$ cat src/rtl/store_buffer_ctrl_pkg.sv
`default_nettype none
// +--------------------------------------------------------------------+
// | riscv_pkg : store-funct3 codes, store-buffer entry, drain states    |
// | Rev 1.0                                                             |
// +--------------------------------------------------------------------+
package riscv_pkg;

    localparam logic [2:0] F3_SB = 3'b000;
    localparam logic [2:0] F3_SH = 3'b001;
    localparam logic [2:0] F3_SW = 3'b010;

    // Word-address field sized for the widest supported byte address (32 bits).
    localparam int SB_WAW = 30;

    typedef struct packed {
        logic [SB_WAW-1:0] waddr;
        logic [31:0]       wdata;
        logic [3:0]        be;
    } sb_entry_t;

    typedef enum logic [0:0] {
        S_IDLE = 1'b0,
        S_REQ  = 1'b1
    } drain_state_t;

endpackage
`default_nettype wire

$ cat src/rtl/store_buffer_ctrl_fifo.sv
`default_nettype none
// +--------------------------------------------------------------------+
// | sb_fifo : DEPTH-entry store FIFO with wrap-bit pointers and a       |
// |           per-entry word-address compare vector. Rev 1.0            |
// +--------------------------------------------------------------------+
module sb_fifo
    import riscv_pkg::*;
#(
    parameter int DEPTH = 4
) (
    input  logic                     clk,
    input  logic                     rst_n,
    input  logic                     push_i,
    input  logic                     pop_i,
    input  sb_entry_t                wentry_i,
    input  logic [SB_WAW-1:0]        cmp_waddr_i,
    output sb_entry_t                head_o,
    output sb_entry_t                next_o,
    output logic                     full_o,
    output logic                     empty_o,
    output logic [$clog2(DEPTH):0]   count_o,
    output logic [DEPTH-1:0]         match_o
);

    localparam int PW = $clog2(DEPTH);

    sb_entry_t   mem_q [DEPTH];
    logic [PW:0] wr_ptr_q;
    logic [PW:0] rd_ptr_q;
    logic [PW:0] count_q;
    logic [PW-1:0] w_next_idx;

    always_ff @(posedge clk or negedge rst_n) begin
        if (!rst_n) begin
            wr_ptr_q <= '0;
            rd_ptr_q <= '0;
            count_q  <= '0;
        end else begin
            if (push_i) wr_ptr_q <= wr_ptr_q + 1'b1;
            if (pop_i)  rd_ptr_q <= rd_ptr_q + 1'b1;
            case ({push_i, pop_i})
                2'b10:   count_q <= count_q + 1'b1;
                2'b01:   count_q <= count_q - 1'b1;
                default: count_q <= count_q;
            endcase
        end
    end

    always_ff @(posedge clk) begin
        if (push_i) mem_q[wr_ptr_q[PW-1:0]] <= wentry_i;
    end

    assign w_next_idx = rd_ptr_q[PW-1:0] + 1'b1;
    assign head_o     = mem_q[rd_ptr_q[PW-1:0]];
    assign next_o     = mem_q[w_next_idx];
    assign full_o     = (wr_ptr_q[PW] != rd_ptr_q[PW]) && (wr_ptr_q[PW-1:0] == rd_ptr_q[PW-1:0]);
    assign empty_o    = (wr_ptr_q == rd_ptr_q);
    assign count_o    = count_q;

    // A slot is live when its distance from the read index is below the count.
    for (genvar i = 0; i < DEPTH; i++) begin : g_match
        logic [PW-1:0] w_off;
        assign w_off      = PW'(i) - rd_ptr_q[PW-1:0];
        assign match_o[i] = ({1'b0, w_off} < count_q) && (mem_q[i].waddr == cmp_waddr_i);
    end

endmodule
`default_nettype wire

$ cat src/rtl/store_buffer_ctrl.sv
`default_nettype none
// +--------------------------------------------------------------------+
// | store_buffer_ctrl : posted-write store buffer and memory drain FSM. |
// | Optional MISALIGN_TRAP_EN drops misaligned SH/SW. Rev 1.0           |
// +--------------------------------------------------------------------+
module store_buffer_ctrl
    import riscv_pkg::*;
#(
    parameter int DEPTH = 4,
    parameter int AW    = 32
) (
    input  logic          clk,
    input  logic          rst_n,
    input  logic          st_valid,
    output logic          st_ready,
    input  logic [AW-1:0] st_addr,
    input  logic [31:0]   st_data,
    input  logic [2:0]    st_funct3,
    output logic          mem_req,
    output logic [AW-3:0] mem_addr,
    output logic [31:0]   mem_wdata,
    output logic [3:0]    mem_be,
    input  logic          mem_ack,
    input  logic          ld_valid,
    input  logic [AW-1:0] ld_addr,
    output logic          ld_hazard,
    output logic          busy
`ifdef MISALIGN_TRAP_EN
    ,
    output logic          st_misalign
`endif
);

    localparam int PW = $clog2(DEPTH);

    drain_state_t  state_q;
    logic          mem_req_q;
    logic [AW-3:0] mem_addr_q;
    logic [31:0]   mem_wdata_q;
    logic [3:0]    mem_be_q;

    sb_entry_t      w_entry;
    sb_entry_t      w_head;
    sb_entry_t      w_next;
    logic           w_fmt_ok;
    logic           w_push;
    logic           w_pop;
    logic           w_full;
    logic           w_empty;
    logic [PW:0]    w_count;
    logic [DEPTH-1:0] w_match;
    logic           w_unused;

    always_comb begin
        w_fmt_ok      = 1'b1;
        w_entry.waddr = SB_WAW'(st_addr[AW-1:2]);
        w_entry.wdata = '0;
        w_entry.be    = '0;
        case (st_funct3)
            F3_SB: begin
                w_entry.be    = 4'b0001 << st_addr[1:0];
                w_entry.wdata = {4{st_data[7:0]}};
            end
            F3_SH: begin
                w_entry.be    = st_addr[1] ? 4'b1100 : 4'b0011;
                w_entry.wdata = {2{st_data[15:0]}};
            end
            F3_SW: begin
                w_entry.be    = 4'b1111;
                w_entry.wdata = st_data;
            end
            default: w_fmt_ok = 1'b0;
        endcase
    end

`ifdef MISALIGN_TRAP_EN
    logic w_misalign;
    logic st_misalign_q;

    assign w_misalign = ((st_funct3 == F3_SH) && st_addr[0]) ||
                        ((st_funct3 == F3_SW) && (st_addr[1:0] != 2'b00));
    assign w_push     = st_valid && st_ready && w_fmt_ok && !w_misalign;

    always_ff @(posedge clk or negedge rst_n) begin
        if (!rst_n) st_misalign_q <= 1'b0;
        else        st_misalign_q <= st_valid && st_ready && w_misalign;
    end
    assign st_misalign = st_misalign_q;
`else
    assign w_push = st_valid && st_ready && w_fmt_ok;
`endif

    assign w_pop = mem_req_q && mem_ack;

    sb_fifo #(.DEPTH(DEPTH)) u_fifo (
        .clk         (clk),
        .rst_n       (rst_n),
        .push_i      (w_push),
        .pop_i       (w_pop),
        .wentry_i    (w_entry),
        .cmp_waddr_i (SB_WAW'(ld_addr[AW-1:2])),
        .head_o      (w_head),
        .next_o      (w_next),
        .full_o      (w_full),
        .empty_o     (w_empty),
        .count_o     (w_count),
        .match_o     (w_match)
    );

    // The entry being requested stays in the FIFO until acked, so a pop with
    // more than one entry left can present the following slot immediately.
    always_ff @(posedge clk or negedge rst_n) begin
        if (!rst_n) begin
            state_q     <= S_IDLE;
            mem_req_q   <= 1'b0;
            mem_addr_q  <= '0;
            mem_wdata_q <= '0;
            mem_be_q    <= '0;
        end else begin
            case (state_q)
                S_IDLE: begin
                    if (!w_empty) begin
                        state_q     <= S_REQ;
                        mem_req_q   <= 1'b1;
                        mem_addr_q  <= w_head.waddr[AW-3:0];
                        mem_wdata_q <= w_head.wdata;
                        mem_be_q    <= w_head.be;
                    end
                end
                S_REQ: begin
                    if (mem_ack) begin
                        if (w_count > {{PW{1'b0}}, 1'b1}) begin
                            mem_addr_q  <= w_next.waddr[AW-3:0];
                            mem_wdata_q <= w_next.wdata;
                            mem_be_q    <= w_next.be;
                        end else begin
                            state_q   <= S_IDLE;
                            mem_req_q <= 1'b0;
                        end
                    end
                end
                default: begin
                    state_q   <= S_IDLE;
                    mem_req_q <= 1'b0;
                end
            endcase
        end
    end

    assign st_ready  = !w_full;
    assign mem_req   = mem_req_q;
    assign mem_addr  = mem_addr_q;
    assign mem_wdata = mem_wdata_q;
    assign mem_be    = mem_be_q;
    assign ld_hazard = ld_valid && (|w_match);
    assign busy      = !w_empty || mem_req_q;
    assign w_unused  = ^ld_addr[1:0];

endmodule
`default_nettype wire

$ cat config.mk
export PLATFORM = sky130hd
export DESIGN_NAME = store_buffer_ctrl
export DESIGN_NICKNAME = d
export VERILOG_FILES = /design/src/rtl/store_buffer_ctrl_pkg.sv /design/src/rtl/store_buffer_ctrl_fifo.sv /design/src/rtl/store_buffer_ctrl.sv
export SDC_FILE = /design/constraint.sdc
export NUM_CORES = 1
export LEC_CHECK = 0
export CAP_MARGIN = 10
export CORE_ASPECT_RATIO = 0.9
export CORE_MARGIN = 10
export CORE_UTILIZATION = 58
export DETAILED_ROUTE_END_ITERATION = 16
export HOLD_SLACK_MARGIN = 0.12
export PLACE_DENSITY = 0.8
export SYNTH_ARGS = -nofsm -noshare
export SYNTH_HDL_FRONTEND = slang
export SYNTH_HIERARCHICAL = 1
export SYNTH_SLANG_ARGS = --single-unit
$ cat constraint.sdc
create_clock -name clk -period 4.5 [get_ports clk]
set_input_delay 0.45 -clock clk [delete_from_list [all_inputs] [get_ports clk]]
set_output_delay 0.45 -clock clk [all_outputs]
set_load 0.05 [all_outputs]
==> results of run 1 <==
-- power by group through the flow --
stage / Sequential (mW) / Clock [mW] / Combinational, mW
detailed placement: 4.51 / 0 / 7.12
global route: 4.52 / 2.95 / 7.53
floorplan: 5.47 / 0 / 4.43
global placement: 4.48 / 0 / 7.02
finish: 4.45 / 2.77 / 7.06
CTS: 4.46 / 2.82 / 7.17
-- worst max-delay path by stage --
stage,startpoint,to,slack (ps),cells after the start
2_1_floorplan,u_fifo/rd_ptr_q[0],u_fifo/mem_q[3][0],860,8
3_3_place_gp,ld_addr[17],ld_hazard,710,7
3_5_place_dp,ld_addr[17],ld_hazard,710,7
5_1_grt,u_fifo/rd_ptr_q[1],ld_hazard,310,7
4_1_cts,u_fifo/rd_ptr_q[1],ld_hazard,450,8
6_report,u_fifo/rd_ptr_q[1],ld_hazard,530,7
-- routing by layer --
| metal | wire, microns | vias to the layer above | global-route usage [%] |
|---|---|---|---|
| met5 | 0 | - | 0 |
| met4 | 532 | 0 | 4.116 |
| met3 | 3538 | 44 | 4.598 |
| met2 | 19640 | 410 | 34.98 |
| met1 | 16950 | 5102 | 31.33 |
| li1 | - | 4250 | - |
-- timing repair --
action                     4_1_cts  5_1_grt
setup endpoints to repair        0        0
resized for setup                0        0
hold buffers                     1        0
hold endpoints to repair        42        0
-- metrics by stage --
stage / hold slack (ps) / cells
3_5_place_dp: 476.4 / 1519
4_1_cts: 487.9 / 1583
3_3_place_gp: 472.0 / 1519
6_report: 486.6 / 1583
2_1_floorplan: 154.4 / 991
5_1_grt: 512.5 / 1583
-- cells in the final DEF, fill, tap and decap left out, types with 2 or more instances in the layout --
cell / instances
a2111oi_2: 4
a21o_1: 17
a21oi_1: 29
and2_1: 9
and2_2: 4
and3_1: 2
buf_12: 2
buf_4: 18
clkbuf_1: 14
clkbuf_16: 37
clkbuf_8: 4
clkdlybuf4s50_1: 170
clkinv_1: 2
clkinv_2: 4
dfrtp_1: 74
dfrtp_4: 2
edfxtp_1: 264
ha_1: 9
inv_1: 14
mux2_1: 3
mux2_2: 116
mux2_4: 14
mux4_2: 132
nand2_1: 38
nand2b_1: 10
nand3_1: 4
nand4_1: 4
nor2_1: 5
nor2b_1: 6
nor3_1: 4
nor4_1: 16
nor4_2: 8
o2111ai_1: 4
o21a_1: 2
o21ai_0: 2
xnor2_1: 18
xor2_1: 112
-- cell families (layout without fill, tap and decap cells) --
logic type / after synthesis / after routing / share of synthesized area, %
DFF: 341 / 341 / 57.59
muxes: 265 / 265 / 26.43
xor gates and xnor gates: 130 / 130 / 6.653
and+or+nand+nor: 111 / 111 / 3.663
buffers and inverters: 72 / 268 / 2.347
AOI/OAI and AO/OA: 61 / 61 / 2.471
adders and majority gates: 11 / 11 / 0.8481
-- cell type report --
cell class | instances | area, sq um | share of cell area (%)
repair buffers | 191 | 1887 | 9.304
clock buffers | 55 | 1033 | 5.096
well taps | 396 | 495.5 | 2.443
flip-flops and latches | 341 | 9863 | 48.64
multi-input cells | 578 | 6882 | 33.93
inverters | 14 | 52.55 | 0.2591
clock inverters | 8 | 66.31 | 0.3270
-- registers in the layout, indices dropped and copies added (netlist names) --
signal	count
mem_addr	30
mem_be	4
mem_req	1
mem_wdata	32
state_q	1
u_fifo/count_o	3
u_fifo/mem_q	264
u_fifo/rd_ptr_q	3
u_fifo/wr_ptr_q	3
-- worst max-delay path: stages (launching register included) --
cell,delay [ps]
dfrtp_2,570
ha_4,660
ha_1,250
inv_1,40
o2111ai_1,240
a2111oi_2,90
o41a_1,430
clkdlybuf4s50_1,720
==> out/qor.csv, run 1 <==
metric,value,unit
clk_lat worst skew,500,ps
Tot Pwr,14.28,mW
global route overflow,0,
fmax,252.0,MHz
Die H,183.0,microns
cell area after synthesis,0.01711,sq mm
hpwl dp,27.30,mm
data required time of the critical path,4050,ps
pin count of the biggest net entering global routing,137,
Fin. Hold Viols,0,
Yosys warning total,6,
HP Start,mem_addr[9],
residual DRC count,0,
post-route cell area,0.02028,sq mm
Tightest Pin Transition,1012,ps
Clock Skew,13.25,ps
first-pass GRT wire length,62.40,mm
Area contributors post-synth,"edfxtp_1 46%, mux4_2 17%, dfrtp_1 11%",
sequential fraction of the synthesis area,57.59,%
status,"finished, final reports clean",
pwr dens,704.2,mW/mm^2
core box area,0.02901,sq mm
Layout Utilization,69.90,%
cell count after synthesis,991,
Die ar.,0.03678,sq mm
Cell Rows,59,
H-tree Lvls,2,
Final period util,88.17,%
Longest Clk Path Bufs,3,
final wirelength,40.67,mm
Worst Hold Endpoint,mem_addr[9],
power share of the sequential group,31.1,%
Area Overhead vs Synth,18.51,%
switching pwr,5.105,mW
cts bufs inserted,36,
r2r startpoint,u_fifo/rd_ptr_q[1],
Worst Setup End Kind,output pin,
MaxCap Viol Count,0,
critical path type,register to output pin,
via/cell ratio,6.195,
starting density of the core,58.99,%
Clock Tree Root,clkbuf_16,
all-layer global routing usage,22.03,%
Worst Hold Depth,1,
vias in the first global route,10110,
most frequent cell after synthesis,edfxtp_1,
CP startpoint kind,register,
Worst EP arrival,3520,ps
Sw Share,35.75,%
CTS clock-pin slew for the worst setup and hold paths,60,ps
# IOs,174,
Async SR Flop Fraction,22.58,%
Synth cell types,37,
instance area at placement,0.01917,sq mm
Final ANT Viol Nets,0,
Rel. slew slack,32.51,%
top cell type's share of synthesized area,46.33,%
Die Wd,201.1,microns
crit-path max FO,23,
"flops & latches, synth",341,
Pint,9.176,mW
worst reg2reg path endpoint,mem_addr[9],
CTS tree,yes,
syn_area_per_cell,17.27,sq um
reg2reg setup slack,1060,ps
Hold Crit Class,register to register,
post-layout min period,3968,ps
Post-synth top cells,"264 x edfxtp_1, 132 x mux4_2, 116 x mux2_2",
Synth area leader,edfxtp_1,
fin. max-slew vios,0,
worst reg2reg path depth,5,
clock power share,19.4,%
Setup TNS,0,ps
number of fill cells,1883,
Vias,9806,
clock sinks,341,
initial antenna violation count,0,
GPL Wtd Cong,0.9180,
"EDFF count, synth",264,
Post-CTS Setup Inserts,0,
DRT Pass-1 Iters,6,
Post-Syn Nets,1106,
Main synth FF type,edfxtp_1,
Starting DRT DRC Count,902,
Port Buf Inserts,171,
Comb power frac,49.5,%
VDD IR-drop max,0.5705,mV
Routed wire per std cell,25.69,microns
setup ws final,532.5,ps
leakage,7.038,nW
Final Net Count,1277,
Post-Place Worst Slack,712.2,ps
Final setup viols,0,
antenna diode count,0,
layout cells sized above 1,29.57,%
RSZ-0062 raised after global routing,no,
Power figures use the tool's default switching activity.
==> run 2, diff against run 1 <==
Settings changed: SETUP_SLACK_MARGIN set to 0.1.
==> results of run 2 <==
Same layout as run 1: the final DEF is identical, and so are final timing and power.
